**config.mk**
```make
export PLATFORM = sky130hd
export DESIGN_NAME = read_return_mux
export DESIGN_NICKNAME = d
export VERILOG_FILES = /design/src/rtl/read_return_mux_pkg.sv /design/src/rtl/read_return_mux_wait_timer.sv /design/src/rtl/read_return_mux.sv
export SDC_FILE = /design/constraint.sdc
export NUM_CORES = 1
export LEC_CHECK = 0
export ABC_AREA = 1
export BUFFER_PORTS_ARGS = -buffer_cell sky130_fd_sc_hd__clkbuf_2
export CAP_MARGIN = 40
export CORE_MARGIN = 2
export CORE_UTILIZATION = 55
export DETAILED_ROUTE_END_ITERATION = 10
export PLACE_DENSITY_LB_ADDON = 0.05
export SLEW_MARGIN = 20
export SYNTH_ARGS = -nofsm -noshare
export SYNTH_HDL_FRONTEND = slang
export SYNTH_SLANG_ARGS = --single-unit
```
**constraint.sdc**
```tcl
create_clock -name clk -period 2.61 [get_ports clk]
set_input_delay 0.3915 -clock clk [delete_from_list [all_inputs] [get_ports clk]]
set_output_delay 0.3915 -clock clk [all_outputs]
set_load 0.005 [all_outputs]
```
**src/rtl/read_return_mux_pkg.sv**
```systemverilog
// Shared bus definitions for the read/write return muxes: FSM state and
// target encodings.
package read_return_mux_pkg;

  typedef enum logic [1:0] {
    ST_IDLE      = 2'd0,
    ST_WAIT_MEM  = 2'd1,
    ST_WAIT_UART = 2'd2,
    ST_DONE      = 2'd3
  } rd_state_e;

  typedef enum logic {
    TGT_MEM  = 1'b0,
    TGT_UART = 1'b1
  } tgt_e;

  localparam int unsigned CNT_W = 16;

endpackage

```
**src/rtl/read_return_mux_wait_timer.sv**
```systemverilog
// Per-read wait counter: counts enabled cycles and flags the final
// cycle before the limit is reached.
module read_return_mux_wait_timer
  import read_return_mux_pkg::*;
(
  input  logic             clk,
  input  logic             rst_n,
  input  logic             en_i,
  input  logic             clr_i,
  input  logic [CNT_W-1:0] limit_i,
  output logic             expired_o
);

  logic [CNT_W-1:0] count_q;
  logic [CNT_W-1:0] count_d;

  always_comb begin
    count_d = count_q;
    if (clr_i) begin
      count_d = '0;
    end else if (en_i) begin
      count_d = count_q + 16'd1;
    end
  end

  always_ff @(posedge clk or negedge rst_n) begin
    if (!rst_n) begin
      count_q <= '0;
    end else begin
      count_q <= count_d;
    end
  end

  // The last allowed wait cycle is the one where the count reads limit-1.
  assign expired_o = (count_q == (limit_i - 16'd1));

endmodule

```
**src/rtl/read_return_mux.sv**
```systemverilog
// Returns read data from memory or UART to the CPU, stalling it while the
// selected target answers and forcing completion after a timeout.
module read_return_mux
  import read_return_mux_pkg::*;
#(
  parameter int          TIMEOUT_CYCLES = 255,
  parameter logic [31:0] TIMEOUT_DATA   = 32'hFFFF_FFFF
) (
  input  logic        clk,
  input  logic        rst_n,
  input  logic        sel,
  input  logic        read,
  input  logic [31:0] mem_rd_data,
  input  logic        mem_rd_valid,
  input  logic [7:0]  uart_rd_data,
  input  logic        uart_rd_valid,
  output logic [31:0] rd_data,
  output logic        rd_valid,
  output logic        stall,
  output logic        timeout_err,
  output logic        stray_err,
  output rd_state_e   dbg_state
);

  localparam logic [CNT_W-1:0] LIMIT = CNT_W'(TIMEOUT_CYCLES);

  rd_state_e   state_q;
  tgt_e        tgt_q;
  logic [31:0] rd_data_q;
  logic        rd_valid_q;
  logic        timeout_err_q;
  logic        stray_err_q;

  logic waiting;
  logic match_valid;
  logic other_valid;
  logic any_valid;
  logic expired;

  assign waiting     = (state_q == ST_WAIT_MEM) || (state_q == ST_WAIT_UART);
  assign match_valid = (tgt_q == TGT_UART) ? uart_rd_valid : mem_rd_valid;
  assign other_valid = (tgt_q == TGT_UART) ? mem_rd_valid  : uart_rd_valid;
  assign any_valid   = mem_rd_valid || uart_rd_valid;

  read_return_mux_wait_timer u_wait_timer (
    .clk       (clk),
    .rst_n     (rst_n),
    .en_i      (waiting && !match_valid),
    .clr_i     ((state_q == ST_IDLE) && read),
    .limit_i   (LIMIT),
    .expired_o (expired)
  );

  always_ff @(posedge clk or negedge rst_n) begin
    if (!rst_n) begin
      state_q       <= ST_IDLE;
      tgt_q         <= TGT_MEM;
      rd_data_q     <= '0;
      rd_valid_q    <= 1'b0;
      timeout_err_q <= 1'b0;
      stray_err_q   <= 1'b0;
    end else begin
      rd_valid_q <= 1'b0;
      case (state_q)
        ST_IDLE: begin
          if (any_valid) stray_err_q <= 1'b1;
          if (read) begin
            tgt_q   <= tgt_e'(sel);
            state_q <= sel ? ST_WAIT_UART : ST_WAIT_MEM;
          end
        end
        ST_WAIT_MEM, ST_WAIT_UART: begin
          if (other_valid) stray_err_q <= 1'b1;
          // A matching valid beats a timeout landing in the same cycle.
          if (match_valid) begin
            rd_data_q  <= (tgt_q == TGT_UART) ? {24'h0, uart_rd_data} : mem_rd_data;
            rd_valid_q <= 1'b1;
            state_q    <= ST_DONE;
          end else if (expired) begin
            rd_data_q     <= TIMEOUT_DATA;
            timeout_err_q <= 1'b1;
            rd_valid_q    <= 1'b1;
            state_q       <= ST_DONE;
          end
        end
        ST_DONE: begin
          if (any_valid) stray_err_q <= 1'b1;
          state_q <= ST_IDLE;
        end
        default: state_q <= ST_IDLE;
      endcase
    end
  end

  assign stall       = ((state_q == ST_IDLE) && read) || waiting;
  assign rd_data     = rd_data_q;
  assign rd_valid    = rd_valid_q;
  assign timeout_err = timeout_err_q;
  assign stray_err   = stray_err_q;
  assign dbg_state   = state_q;

endmodule

```
---- Yosys cells after proc, flatten, opt, wreduce, memory -nomap -nowiden ----
Index checks and enable logic that the tools add are counted.
storage, ports and cells
  flip-flop bits (word level) ............. 54
  output and inout bits ................... 38
  input port bits ......................... 46
operators by class
  bitwise gates (word level) .............. 1
  multiplexer cells ....................... 18
  add/sub/neg operators ................... 1
  eq/ne operators ......................... 8
  reductions and logical operators ........ 16
operator list
  cell                   number
  $mux 32                3
  $mux 16                2
  $add 16x1->16 const B  1
  $eq 16x8->1 const B    1
  $mux 2                 4
  $reduce_and 2->1       4
  $mux 1                 7
  $pmux 2 s3             1
  $eq 2x2->1 const B     2
  $ne 2x2->1 const B     2
  $reduce_bool 2->1      2
  $reduce_or 2->1        2
  $logic_or 1x1->1       3
  $ne 3x3->1 const B     1
  $reduce_and 3->1       1
  $eq 2x1->1 const B     1
  $logic_and 1x1->1      2
  $logic_not 2->1        1
  $ne 2x1->1 const B     1
  $pmux 1 s2             1
  $logic_not 1->1        1
  $not 1->1              1

---- Logic depth before layout (Yosys ltp) ----
Gate-level depths: netlist of run 1.
  word-level depth ........................ 5
  depth in mapped cells ................... 10

---- Modules after synthesis ----
From an unflattened synthesis of run 1, not the netlist that was laid out.
unflattened totals
  cells, all modules ...................... 486
  area, all modules ....................... 3328.2 um^2
modules (own cells, without submodules)
  module                      area each (um^2)  sequential area each (um^2)  times used  cells an instance
  read_return_mux             1860.5            950.9                        1           260
  read_return_mux_wait_timer  1467.7            400.4                        1           226

---- Worst setup path before layout of run 1 ----
No wires, ideal clock.
  path type ............................... flip-flop to flip-flop
  start point ............................. register state_q[0] (netlist: dbg_state[0])
  end point ............................... register u_wait_timer.count_q[7]
  setup time .............................. 0.119 ns
  stages on the path, launching flop included .. 10
  data arrival time ....................... 1.366 ns
  setup slack ............................. 1.125 ns
  path buffers ............................ 2
  required time ........................... 2.491 ns
  cells stage by stage .................... dfrtp_1 inv_1 ha_1 buf_2 nand3_4 nand2_2 buf_6 nand2_1 o21ai_1 nor2_1
between the ends
  word-level cells in the longest chain between the ends .. 4
  elaborated cells on any way between the ends .. 8
  those cells by class .................... eq/ne: 2; mux: 1; reduce/logical: 5
RTL lines
  element                                          RTL line                          source
  start, declared                                  read_return_mux.sv:27             rd_state_e state_q;
  start signal, assigned                           read_return_mux.sv:69             state_q <= sel ? ST_WAIT_UART : ST_WAIT_MEM;
  $eq 2x1->1 / $eq 2x2->1 (equally long branches)  read_return_mux.sv:40             assign waiting = (state_q == ST_WAIT_MEM) || (state_q == ST_WAIT_UART);
  $logic_or 1x1->1                                 read_return_mux.sv:40
  $logic_and 1x1->1                                read_return_mux.sv:48             .en_i (waiting && !match_valid),
  $reduce_bool 2->1 (no source line)               --
  end signal, assigned                             read_return_mux_wait_timer.sv:30  count_q <= count_d;
  end, declared                                    read_return_mux_wait_timer.sv:14  logic [CNT_W-1:0] count_q;
Several ways; a longest one is shown, not always the timed one.
A chain may end at the register's enable or synchronous reset.

---- Worst setup path after layout of run 1 ----
  start point ............................. register state_q[0] (netlist: dbg_state[0])
  end point ............................... output stall
between the ends
  word-level cells in the longest chain between the ends .. 3
  elaborated cells on any way between the ends .. 6
  those cells by class .................... eq/ne: 2; reduce/logical: 4
RTL lines
  element                                                       RTL line                                      source
  $eq 2x1->1 (tied with other cells)                            read_return_mux.sv:40
  $logic_or 1x1->1 / $logic_and 1x1->1 (equally long branches)  read_return_mux.sv:40, read_return_mux.sv:95
  $logic_or 1x1->1 (*)                                          read_return_mux.sv:95                         assign stall = ((state_q == ST_IDLE) && read) || waiting;
  end, declared                                                 read_return_mux.sv:19                         output logic stall,
Every way passes the cells marked *; elsewhere a longest branch is shown, timed or not.

==> results of run 1 <==
## tightest hold or removal path: stages
cell                       delay [ns]
sky130_fd_sc_hd__clkbuf_2        0.10
sky130_fd_sc_hd__a21oi_1         0.07
sky130_fd_sc_hd__nand2_1         0.05
## per-layer routing
metal / vias to the layer above / wire [um] / GRT usage, %
met4: 0 / 109 / 7.937
met3: 11 / 430 / 5.355
met1: 1133 / 2911 / 32.55
met2: 97 / 2729 / 34.80
met5: - / 0 / 0
li1: 1274 / - / -
## worst max path at each step
stage | start | end | slack, ns | cells after the start
CTS | dbg_state[0] | stall | 0.64 | 5
finish | dbg_state[0] | stall | 0.66 | 5
global route | dbg_state[0] | stall | 0.49 | 5
global placement | dbg_state[0] | u_wait_timer.count_q[15] | 0.85 | 9
detailed placement | dbg_state[1] | u_wait_timer.count_q[13] | 0.81 | 8
floorplan | dbg_state[0] | u_wait_timer.count_q[7] | 1.13 | 9
## cells in the mapped netlist, types with 4 or more instances
cell type / n / area (um^2)
sky130_fd_sc_hd__nand4_1: 4 / 25.02
sky130_fd_sc_hd__buf_2: 5 / 25.02
sky130_fd_sc_hd__nand3_1: 8 / 40.04
sky130_fd_sc_hd__buf_6: 4 / 45.04
sky130_fd_sc_hd__nand2_1: 79 / 296.5
sky130_fd_sc_hd__inv_1: 59 / 221.5
sky130_fd_sc_hd__nor2_1: 36 / 135.1
sky130_fd_sc_hd__nand2_2: 5 / 31.28
sky130_fd_sc_hd__dfrtp_1: 54 / 1351
sky130_fd_sc_hd__a21oi_2: 6 / 52.55
sky130_fd_sc_hd__a21oi_1: 54 / 270.3
sky130_fd_sc_hd__ha_1: 4 / 50.05
sky130_fd_sc_hd__o21ai_0: 14 / 70.07
## flip-flops by register name (all words and copies together) (netlist names)
signal,flops
tgt_q,1
rd_valid,1
u_wait_timer.count_q,16
stray_err,1
rd_data,32
dbg_state,2
timeout_err,1
## cell families (layout without fill, tap and decap cells)
family / count (synthesis) / count (layout)
and+or+nand+nor: 141 / 141
adders and majority gates: 4 / 4
buffers and inverters: 74 / 160
DFF: 54 / 54
AOI/OAI and AO/OA: 81 / 81
## power by group through the flow
stage	sequential (W)	combinational, W	clock [W]
3_3_place_gp	0.00133	0.00151	0
2_1_floorplan	0.00134	0.00107	0
3_5_place_dp	0.00134	0.00154	0
5_1_grt	0.00136	0.00177	0.000513
4_1_cts	0.00132	0.00155	0.000480
6_report	0.00132	0.00155	0.000469
## through the flow
stage          total power [W]  utilization [%]  area [um^2]  cells  setup WS, ns
6_report              0.003336            69.96         3348    507        0.6603
4_1_cts               0.003356            69.18         3311    505        0.6394
5_1_grt               0.003644            69.96         3348    507        0.4921
3_3_place_gp          0.002838            67.29         3221    497        0.8549
3_5_place_dp          0.002884            67.29         3221    497        0.8134
2_1_floorplan         0.002408                -         2765    354         1.125
## final cells by class
class	instances	area share [%]
well taps	67	2.504
clock buffers	5	2.055
multi-input cells	226	32.85
clock inverters	3	0.6353
repair buffers	90	14.65
inverters	62	6.951
flip-flops and latches	54	40.36
==> summary.md, run 1 <==
| Metric | Value |
|---|---|
| Outcome | `completed` |
| P per Cell Area | `996.4 nW/um^2` |
| Post-synthesis share of cell area spent on and, or, nand and nor gates | `22.04%` |
| Skew final | `0.01100 ns` |
| Switching power of the nets | `0.001407 W` |
| DPL Wire Length | `4537 um` |
| Worst Setup End Kind | `output port` |
| Cell leakage power | `around 1.8 nW` |
| Share of synthesized area spent on multiplexers | `0%` |
| CTS tree | `built` |
| Register bit count reported by yosys | `54` |
| Reg clk slew, reported paths | `0.10 ns` |
| Area of the core | `4786 um^2` |
| Routed length per placed instance | `approximately 12 um` |
| Share of layout cells above drive strength 1 | `a little over a quarter` |
| Final critical path time including I/O delays and setup | `1.950 ns` |
| Endpoints failing hold | `0` |
| Largest family of logic cells by synthesized area | `simple AND/OR/NAND/NOR gates` |
| Clock network fraction of design power | `14.1%` |
| Final nets | `slightly below 500` |
| Worst hold-check path type | `in -> reg` |
| Arrival @ worst endpoint | `roughly 1.6 ns` |
| Final TNS setup | `0 ns` |
| Netlist area before placement | `2765 um^2` |
| Setup slack of the most critical reg-to-reg path | `0.79 ns` |
| Register share of total power | `39.6%` |
| Global-route wire length before repair | `9777 um` |
| Maximum clock path buffer count | `2` |
| Number of max-slew violations in the final report | `0` |
| Critical path required time | `2.22 ns` |
| Ordered cell list for the critical path | `inv_1 -> ha_1 -> inv_1 -> nand2_1 -> clkbuf_2` |
| Fill cell count | `408` |
| CTS Sinks | `54` |
| Delay of the slowest cell on the worst path | `around 0.47 ns` |
| Dominant cell type by count on the critical path | `sky130_fd_sc_hd__inv_1` |
| Hold Worst Slack | `0.3265 ns` |
| Max-capacitance violation count | `0` |
| Routed WL | `6180 um` |
| Switching part of the total | `a little over two fifths` |
| Cell count of the worst reg-to-reg path | `9` |
| Number of global-route vias before repair | `2192` |
| Number of remaining DRC errors | `0` |
| Ys async rst share | `between 90% and 100%` |
| Worst r2r src | `dbg_state[0]` |
| Count of cells along the worst hold path | `3` |
| Top library cells by usage in the layout, fill and taps aside | `sky130_fd_sc_hd__clkbuf_2, sky130_fd_sc_hd__nand2_1, sky130_fd_sc_hd__inv_1` |
| Die X | `74.91 um` |
| Number of DRC violations after detailed-routing iteration 0 | `119` |
| Hold Startpoint | `uart_rd_valid` |
| Via density | `4.961` |
| Count of yosys warnings during synthesis | `0` |
| R2R Path End | `u_wait_timer.count_q[15]` |
| Number of placed I/O pins | `84` |
| Area used by multi-input combinational logic | `1100 um^2` |
| Hold Path Sink | `stray_err` |
| Clock root buffer | `sky130_fd_sc_hd__clkbuf_8` |
| Worst-margin pin slew | `approximately 0.4 ns` |
| Critical-path top delay cell | `sky130_fd_sc_hd__ha_1` |
| Area delta synth->final | `21.09%` |
| GRT Residual Overflow | `0` |
| Post-cts gate resize count | `0` |
| Arithmetic-cell share of the synthesized area counting full adders, half adders and majority gates | `1.810%` |
| GP Congestion | `about 0.86` |
| Via count | `2515` |
| Crit start category | `register` |
| Peak supply drop | `approximately 850 uV` |
| Most common library cell in the layout ignoring fill and taps | `sky130_fd_sc_hd__clkbuf_2` |
| Power share of the combinational group | `46.3%` |
| Max-slew headroom | `72.53%` |
| Die Y-Extent | `74.91 um` |
| Count of different cell masters after synthesis | `23` |
| Type of the worst setup path | `reg -> out` |
| Clock latency reported for the late side of the worst-skew pair | `0.31 ns` |
| Starting Density | `57.78%` |
| Count of antenna-violating nets left after detailed routing | `0` |
| Number of buffer and inverter instances along the worst setup path | `3` |
| Primary FF master, synth | `sky130_fd_sc_hd__dfrtp_1` |
| Pin count of the biggest net entering global routing | `36` |
| EDFF count, synth | `0` |
| Number of hold-repair buffers added at the cts stage | `0` |
| Row count | `25` |
| Post-synthesis cell count | `354` |
| Fmax achieved | `512.9 MHz` |
| Sequential standard cell area | `1351 um^2` |
| Number of antenna violations at the first check in global routing | `0` |
| RSZ-0062 raised after global routing | `no` |
| Fraction of the cycle the final worst path needs | `74.70%` |
| Number of diodes added for antenna fixing | `0` |
| Compound-Gate Fraction of Synth Area | `between 10% and 20%` |
| Internal power summed over all cells | `0.001929 W` |
| Inserted Clock Buffers | `5` |
| Post-synthesis area per instance | `around 8 um^2` |
| Number of buffers inserted by port buffering | `83` |
| Number of detailed-routing iterations run before antenna repair | `4` |
| Cell class contributing the biggest share of worst-path delay | `adder cells` |
| Final number of setup-violating endpoints | `0` |
| Global-route usage over all layers | `22.93%` |
| Total Die Area | `5611 um^2` |
| Area share of xor/xnor cells in the synthesized design | `0%` |
| Largest fanout on the critical path | `7` |
| Sequential share of the synthesized area | `48.87%` |
| Post-CTS Setup Inserts | `0` |
| Maximum level of the CTS H-tree | `2` |
| Post-synthesis net count | `roughly 400` |
No activity file was read; power rests on OpenSTA's default activity.
==> inputs of run 2 (changes only) <==
Settings changed: CORE_UTILIZATION 55 to 46.
Clock period 2.61 ns to 1.6 ns, I/O delays scaled along.
==> run 2 against run 1 <==
Against the previous run: register-to-register slack got worse by 0.70 ns; final cell count grew 4.1%; critical endpoint unchanged; hold slack got worse by 0.13 ns; sequential share of layout area shrank 2.0 points; critical path type unchanged; combinational power is 95% higher; sequential power is 63% higher; non-clock buffer count increased by 12; largest cell class unchanged.
==> summary.md, run 2 (same netlist as run 1, synthesis figures left out) <==
| Metric | Value |
|---|---|
| Routed length per placed instance | `12.30 um (+0.93%)` |
| Met1 Resource Use GR | `28.87% (-3.7 points)` |
| Number of DRC violations after detailed-routing iteration 0 | `67 (-44%)` |
| CTS Sinks | `54 (unchanged)` |
| Max-capacitance violation count | `0 (unchanged)` |
| Internal power summed over all cells | `0.003618 W (+88%)` |
| Sequential standard cell area | `1351 um^2 (unchanged)` |
| Peak supply drop | `1318 uV (+55%)` |
| Die Y-Extent | `81.53 um (+8.8%)` |
| Cell leakage power | `1.901 nW (+4.0%)` |
| Global-route wire length before repair | `10220 um (+4.5%)` |
| Number of max-slew violations in the final report | `0 (unchanged)` |
| Number of diodes added for antenna fixing | `0 (unchanged)` |
| Maximum clock path buffer count | `2 (unchanged)` |
| Switching power of the nets | `0.002475 W (+76%)` |
| Fill cell count | `552 (+35%)` |
| Fmax achieved | `about 650 MHz` |
| Share of layout cells above drive strength 1 | `29.80% (+3.2 points)` |
| Via count | `2531 (+0.64%)` |
| Number of remaining DRC errors | `0 (unchanged)` |
| Top library cells by usage in the layout, fill and taps aside | `sky130_fd_sc_hd__clkbuf_2, sky130_fd_sc_hd__nand2_1, sky130_fd_sc_hd__inv_1` |
| Most common library cell in the layout ignoring fill and taps | `sky130_fd_sc_hd__clkbuf_2` |
| Switching part of the total | `40.62% (-1.6 points)` |
| Final nets | `502 (+2.7%)` |
| Final cell count without fillers | `528 (+4.1%)` |
| Number of global-route vias before repair | `2220 (+1.3%)` |
| M3 GR Usage | `3.846% (-1.5 points)` |
| Area delta synth->final | `27.29%` |
| Total Die Area | `6647 um^2 (+18%)` |
| Starting Density | `47.26% (-11 points)` |
| Routed WL | `6496 um (+5.1%)` |
| DPL Wire Length | `4617 um (+1.7%)` |
| Max-slew headroom | `80.85% (+8.3 points)` |
| Final critical path time including I/O delays and setup | `roughly 1.5 ns` |
| Max reg flops | `32 (unchanged)` |
| Final number of setup-violating endpoints | `0 (unchanged)` |
| Skew final | `0.005233 ns (-0.005771 ns)` |
| Area used by multi-input combinational logic | `1140 um^2 (+3.6%)` |
| Inserted Clock Buffers | `5 (unchanged)` |
| Clock latency reported for the late side of the worst-skew pair | `0.30 ns (about the same)` |
| Fraction of the cycle the final worst path needs | `between 90% and 100%` |
| Area of the core | `5851 um^2 (+22%)` |
| Number of antenna violations at the first check in global routing | `0 (unchanged)` |
| Grt peak-use layer | `met2` |
| Arrival @ worst endpoint | `1.30 ns (-0.26 ns)` |
| Count of antenna-violating nets left after detailed routing | `0 (unchanged)` |
| GRT Residual Overflow | `0 (unchanged)` |
| Placed cell areas | `3331 um^2 (+3.4%)` |
| Largest fanout on the critical path | `6 (-1)` |
| Number of detailed-routing iterations run before antenna repair | `4 (unchanged)` |
| Global-route usage over all layers | `19.84% (-3.1 points)` |
| P per Cell Area | `1731 nW/um^2 (+74%)` |
| Placed instance count | `515 (+3.6%)` |
| Outcome | `completed` |
| Pin count of the biggest net entering global routing | `55 (+53%)` |
| Via density | `4.794 (-3.4%)` |
| Row count | `28 (+12%)` |
| Number of placed I/O pins | `84 (unchanged)` |
| Reg clk slew, reported paths | `0.10 ns (about the same)` |
| Met2 Track Usage GR | `30.49% (-4.3 points)` |
| Worst Setup End Kind | `output port` |
| Clock root buffer | `sky130_fd_sc_hd__clkbuf_8` |
| GP Congestion | `0.7888 (-7.8%)` |
| Hold Worst Slack | `0.1955 ns (-0.1309 ns)` |
| Worst-margin pin slew | `0.2873 ns (-0.1244 ns)` |
| Endpoints failing hold | `0 (unchanged)` |
| Type of the worst setup path | `reg -> out` |
| CTS tree | `built` |
| Maximum level of the CTS H-tree | `2 (unchanged)` |
| Worst hold-check path type | `in -> reg` |
| Die X | `81.53 um (+8.8%)` |
| Register share of total power | `35.2% (-4.4 points)` |
| Power share of the combinational group | `49.7% (+3.4 points)` |
| Number of buffers inserted by port buffering | `83 (unchanged)` |
| Crit start category | `register` |
| Overall power | `0.006093 W (+83%)` |
| Clock network fraction of design power | `15.0% (+0.9 points)` |
| Design area | `3520 um^2 (+5.1%)` |
| Critical path required time | `1.36 ns (-0.86 ns)` |
run 2: final cells by class:
type	count	area share [%]
Sequential cell	54	38.39
Clock inverter	3	1.280
Timing Repair Buffer	102	16.64
Tap cell	75	2.666
Multi-Input combinational cell	227	32.39
Clock buffer	5	1.955
Inverter	62	6.683
run 2: final timing paths:
check	start	end	slack (ns)	cells past startpoint
max in group asynchronous	rst_n	rd_data[26]	0.89	3
min in group asynchronous	rst_n	u_wait_timer.count_q[9]	0.47	3
hold reg to reg	stray_err	stray_err	0.48	2
setup / recovery	dbg_state[0]	stall	0.06	5
setup reg to reg	dbg_state[0]	u_wait_timer.count_q[15]	0.09	9
hold / removal	uart_rd_valid	stray_err	0.20	3
run 2: layer usage:
layer  share of wire [%]  up-vias  wire length, um
met5                   0        -                0
met4                0.62        0               40
met3                 5.3        2              342
met2                  45       72             2927
met1                  49     1152             3185
li1                    -     1305                -
run 2: critical path, cell delays in order, from the launching register on:
cell and delay, ns:
sky130_fd_sc_hd__dfrtp_1 0.41, sky130_fd_sc_hd__inv_2 0.07, sky130_fd_sc_hd__ha_4 0.32, sky130_fd_sc_hd__inv_4 0.04, sky130_fd_sc_hd__nand2_1 0.06, sky130_fd_sc_hd__clkbuf_2 0.10
run 2: repair_timing:
item | 4_1_cts | 5_1_grt
pin swaps | 0 | 2
gates resized for setup | 3 | 6
gates cloned | 0 | 1
setup endpoints to repair | 28 | 37
hold buffers | 1 | 0
buffers inserted | 0 | 3
hold endpoints to repair | 54 | 0
run 2: power groups by stage:
stage	logic, W	clock network [W]	registers (W)
3_5_place_dp	0.00279	0	0.00216
4_1_cts	0.00286	0.000944	0.00214
6_report	0.00303	0.000915	0.00215
2_1_floorplan	0.00175	0	0.00218
5_1_grt	0.00343	0.00101	0.00220
3_3_place_gp	0.00274	0	0.00215
run 2: through the flow:
step,TNS [ns],setup slack [ns],util [%]
after floorplan,0,0.1152,-
after global placement,0,0.03993,56.93
after detailed placement,-0.03543,-0.01758,56.93
after CTS,0,0.002912,59.30
after global routing,-0.05839,-0.02578,60.16
final,0,0.05859,60.16
==> inputs of run 3 (changes only) <==
Settings changed: PLACE_DENSITY from default to 0.76, PLACE_DENSITY_LB_ADDON 0.05 to default.
==> run 3 against run 2 <==
Against the previous run: routed wire length is 1.2% higher; combinational power is 2% higher; register-to-register slack worse by 0.04 ns; sequential cell count stayed put; hold slack worse by 0.0096 ns; clock power is 4.7% higher; count of clock-buffer cells in the layout stayed put; global-route usage hardly changed; critical path depth stayed put; clock skew is 0.0019 ns higher; sequential power hardly changed; critical path type unchanged.
==> summary.md, run 3 (same netlist as run 1, synthesis figures left out) <==
| Metric | Value |
|---|---|
| Cell leakage power | `1.915 nW (+0.74%)` |
| Setup slack of the most critical reg-to-reg path | `0.05 ns (-0.04 ns)` |
| Arrival @ worst endpoint | `1.31 ns (about the same)` |
| DPL Wire Length | `4748 um (+2.8%)` |
| Placed cell areas | `3343 um^2 (+0.38%)` |
| Crit start category | `register` |
| Clock root buffer | `sky130_fd_sc_hd__clkbuf_8` |
| Via count | `2582 (+2.0%)` |
| Area delta synth->final | `28.60%` |
| Final nets | `502 (unchanged)` |
| Final setup margin | `0.04663 ns (-0.01196 ns)` |
| Critical-path top delay cell | `sky130_fd_sc_hd__dfrtp_1` |
| Worst hold-check path type | `in -> reg` |
| Ordered cell list for the critical path | `inv_2 -> ha_4 -> inv_2 -> nand2_1 -> clkbuf_2` |
| Hold Startpoint | `sel` |
| Pin count of the biggest net entering global routing | `55 (unchanged)` |
| Final critical path time including I/O delays and setup | `1.553 ns (+0.01196 ns)` |
| Global-route wire length before repair | `10120 um (-1.0%)` |
| GRT Residual Overflow | `0 (unchanged)` |
| Number of global-route vias before repair | `2242 (+0.99%)` |
| Register share of total power | `34.5% (-0.7 points)` |
| Switching power of the nets | `0.002499 W (+0.98%)` |
| Hold Path Sink | `tgt_q` |
| Number of diodes added for antenna fixing | `0 (unchanged)` |
| Critical path required time | `1.36 ns (about the same)` |
| Row count | `28 (unchanged)` |
| Starting Density | `47.26% (unchanged)` |
| Clock network fraction of design power | `15.5% (+0.5 points)` |
| Inserted Clock Buffers | `5 (unchanged)` |
| Max reg flops | `32 (unchanged)` |
| Max-capacitance violation count | `0 (unchanged)` |
| GP Congestion | `0.8881 (+13%)` |
| Routed length per placed instance | `12.45 um (+1.2%)` |
| Outcome | `completed` |
| Power share of the combinational group | `49.9% (+0.2 points)` |
| Fmax achieved | `643.8 MHz (-0.77%)` |
| CTS Sinks | `54 (unchanged)` |
| Maximum clock path buffer count | `2 (unchanged)` |
| Cell count of the worst reg-to-reg path | `9 (unchanged)` |
| Fin util | `60.78% (+0.62 points)` |
| Beginning of the critical path | `dbg_state[0]` |
| Count of cells along the worst hold path | `3 (unchanged)` |
| Peak supply drop | `905.1 uV (-31%)` |
| Number of antenna violations at the first check in global routing | `0 (unchanged)` |
| Reg clk slew, reported paths | `0.10 ns (about the same)` |
| Max-slew headroom | `80.07% (-0.78 points)` |
| Worst Setup End Kind | `output port` |
| Die Y-Extent | `81.53 um (unchanged)` |
| Fraction of the cycle the final worst path needs | `97.09% (+0.75 points)` |
| Final number of setup-violating endpoints | `0 (unchanged)` |
| Post-Place Worst Slack | `-0.01188 ns (+0.005694 ns)` |
| Endpoints failing hold | `0 (unchanged)` |
| Routed WL | `6576 um (+1.2%)` |
| Global-route usage over all layers | `19.89% (+0.047 points)` |
| Skew final | `0.007108 ns (+0.001875 ns)` |
| Share of layout cells above drive strength 1 | `31.35% (+1.5 points)` |
| Most common library cell in the layout ignoring fill and taps | `sky130_fd_sc_hd__clkbuf_2` |
| Total Die Area | `6647 um^2 (unchanged)` |
| Via density | `4.890 (+2.0%)` |
| Switching part of the total | `40.50% (-0.11 points)` |
| Worst-margin pin slew | `0.2989 ns (+0.01165 ns)` |
| Top library cells by usage in the layout, fill and taps aside | `sky130_fd_sc_hd__clkbuf_2, sky130_fd_sc_hd__nand2_1, sky130_fd_sc_hd__inv_1` |
| Type of the worst setup path | `reg -> out` |
| Die X | `81.53 um (unchanged)` |
| Clock latency reported for the late side of the worst-skew pair | `0.31 ns (about the same)` |
| Number of DRC violations after detailed-routing iteration 0 | `154 (+130%)` |
| R2R Path End | `u_wait_timer.count_q[12]` |
| Design area | `3556 um^2 (+1.0%)` |
| P per Cell Area | `1735 nW/um^2 (+0.23%)` |
| Internal power summed over all cells | `0.003671 W (+1.5%)` |
| Count of antenna-violating nets left after detailed routing | `0 (unchanged)` |
| Number of placed I/O pins | `84 (unchanged)` |
| Overall power | `0.006170 W (+1.3%)` |
| Number of remaining DRC errors | `0 (unchanged)` |
| RSZ-0062 raised after global routing | `yes` |
| Worst r2r src | `dbg_state[0]` |
| Number of buffers inserted by port buffering | `83 (unchanged)` |
| CTS tree | `built` |
| Largest fanout on the critical path | `6 (unchanged)` |
| Number of detailed-routing iterations run before antenna repair | `4 (unchanged)` |
| Area of the core | `5851 um^2 (unchanged)` |
| Number of max-slew violations in the final report | `0 (unchanged)` |
| Dominant cell type by count on the critical path | `sky130_fd_sc_hd__inv_2` |
| Maximum level of the CTS H-tree | `2 (unchanged)` |
| Delay of the slowest cell on the worst path | `0.41 ns (about the same)` |
-- run 3: cell types whose count changed in the layout (fill, tap and decap cells not counted) --
cell / delta
sky130_fd_sc_hd__clkinvlp_4: -2
sky130_fd_sc_hd__a21oi_1: -5
sky130_fd_sc_hd__nand2_4: -1
sky130_fd_sc_hd__buf_6: +1
sky130_fd_sc_hd__inv_4: -1
sky130_fd_sc_hd__inv_6: +1
sky130_fd_sc_hd__buf_4: -1
sky130_fd_sc_hd__inv_2: +1
sky130_fd_sc_hd__a21oi_2: +5
sky130_fd_sc_hd__nand2_1: -2
sky130_fd_sc_hd__clkinv_4: +1
sky130_fd_sc_hd__nand2_2: +2
sky130_fd_sc_hd__buf_12: +1
-- run 3: what timing repair did --
action / 4_1_cts / 5_1_grt
pin swaps: 0 / 2
hold buffers: 1 / 0
hold endpoints to repair: 54 / 0
cloned: 0 / 0
setup buffers: 1 / 3
resized for setup: 4 / 12
setup endpoints to repair: 7 / 31
-- run 3: layer usage --
layer	vias to the layer above	routed length (um)	GRT usage (%)
met4	0	78	5.932
met2	82	3293	33.93
met3	7	339	3.626
met1	1188	2864	25.80
met5	-	0	0
li1	1305	-	-
-- run 3: final cells by class --
class                   instances  area (um^2)
multi-input cells             226         1152
fillers                       512         2295
clock buffers                   5        68.82
well taps                      75        93.84
flip-flops and latches         54         1351
inverters                      62        232.7
repair buffers                103        609.3
clock inverters                 3        47.55
-- run 3: power groups by stage --
| stage | Combinational [W] | Clock, W | Sequential, W |
|---|---|---|---|
| finish | 0.00308 | 0.000958 | 0.00213 |
| global placement | 0.00278 | 0 | 0.00214 |
| CTS | 0.00296 | 0.000967 | 0.00213 |
| floorplan | 0.00175 | 0 | 0.00218 |
| detailed placement | 0.00285 | 0 | 0.00216 |
| global route | 0.00347 | 0.00103 | 0.00219 |
-- run 3: how the worst max path moves through the flow --
stage                                     to  slack, ns  cells past startpoint
global route                     rd_data[30]      -0.03                      9
floorplan            u_wait_timer.count_q[7]       0.12                      9
finish                                 stall       0.05                      5
global placement    u_wait_timer.count_q[11]       0.07                      8
CTS                                    stall       0.01                      5
detailed placement  u_wait_timer.count_q[15]      -0.01                      8
-- run 3: stage by stage --
stage	std cells	setup TNS (ns)	hold slack, ns
2_1_floorplan	354	0	-0.05559
4_1_cts	525	0	0.1872
5_1_grt	528	-0.2838	0.1855
3_5_place_dp	515	-0.02043	0.2616
3_3_place_gp	515	0	0.2614
6_report	528	0	0.1860
-- run 3: worst max-delay path, delay by kind of cell (launching register included) --
| family | cells | cell delay [ns] |
|---|---|---|
| fa+ha+maj | 1 | 0.31 |
| buf+inv | 3 | 0.22 |
| flops | 1 | 0.41 |
| simple gates | 1 | 0.06 |
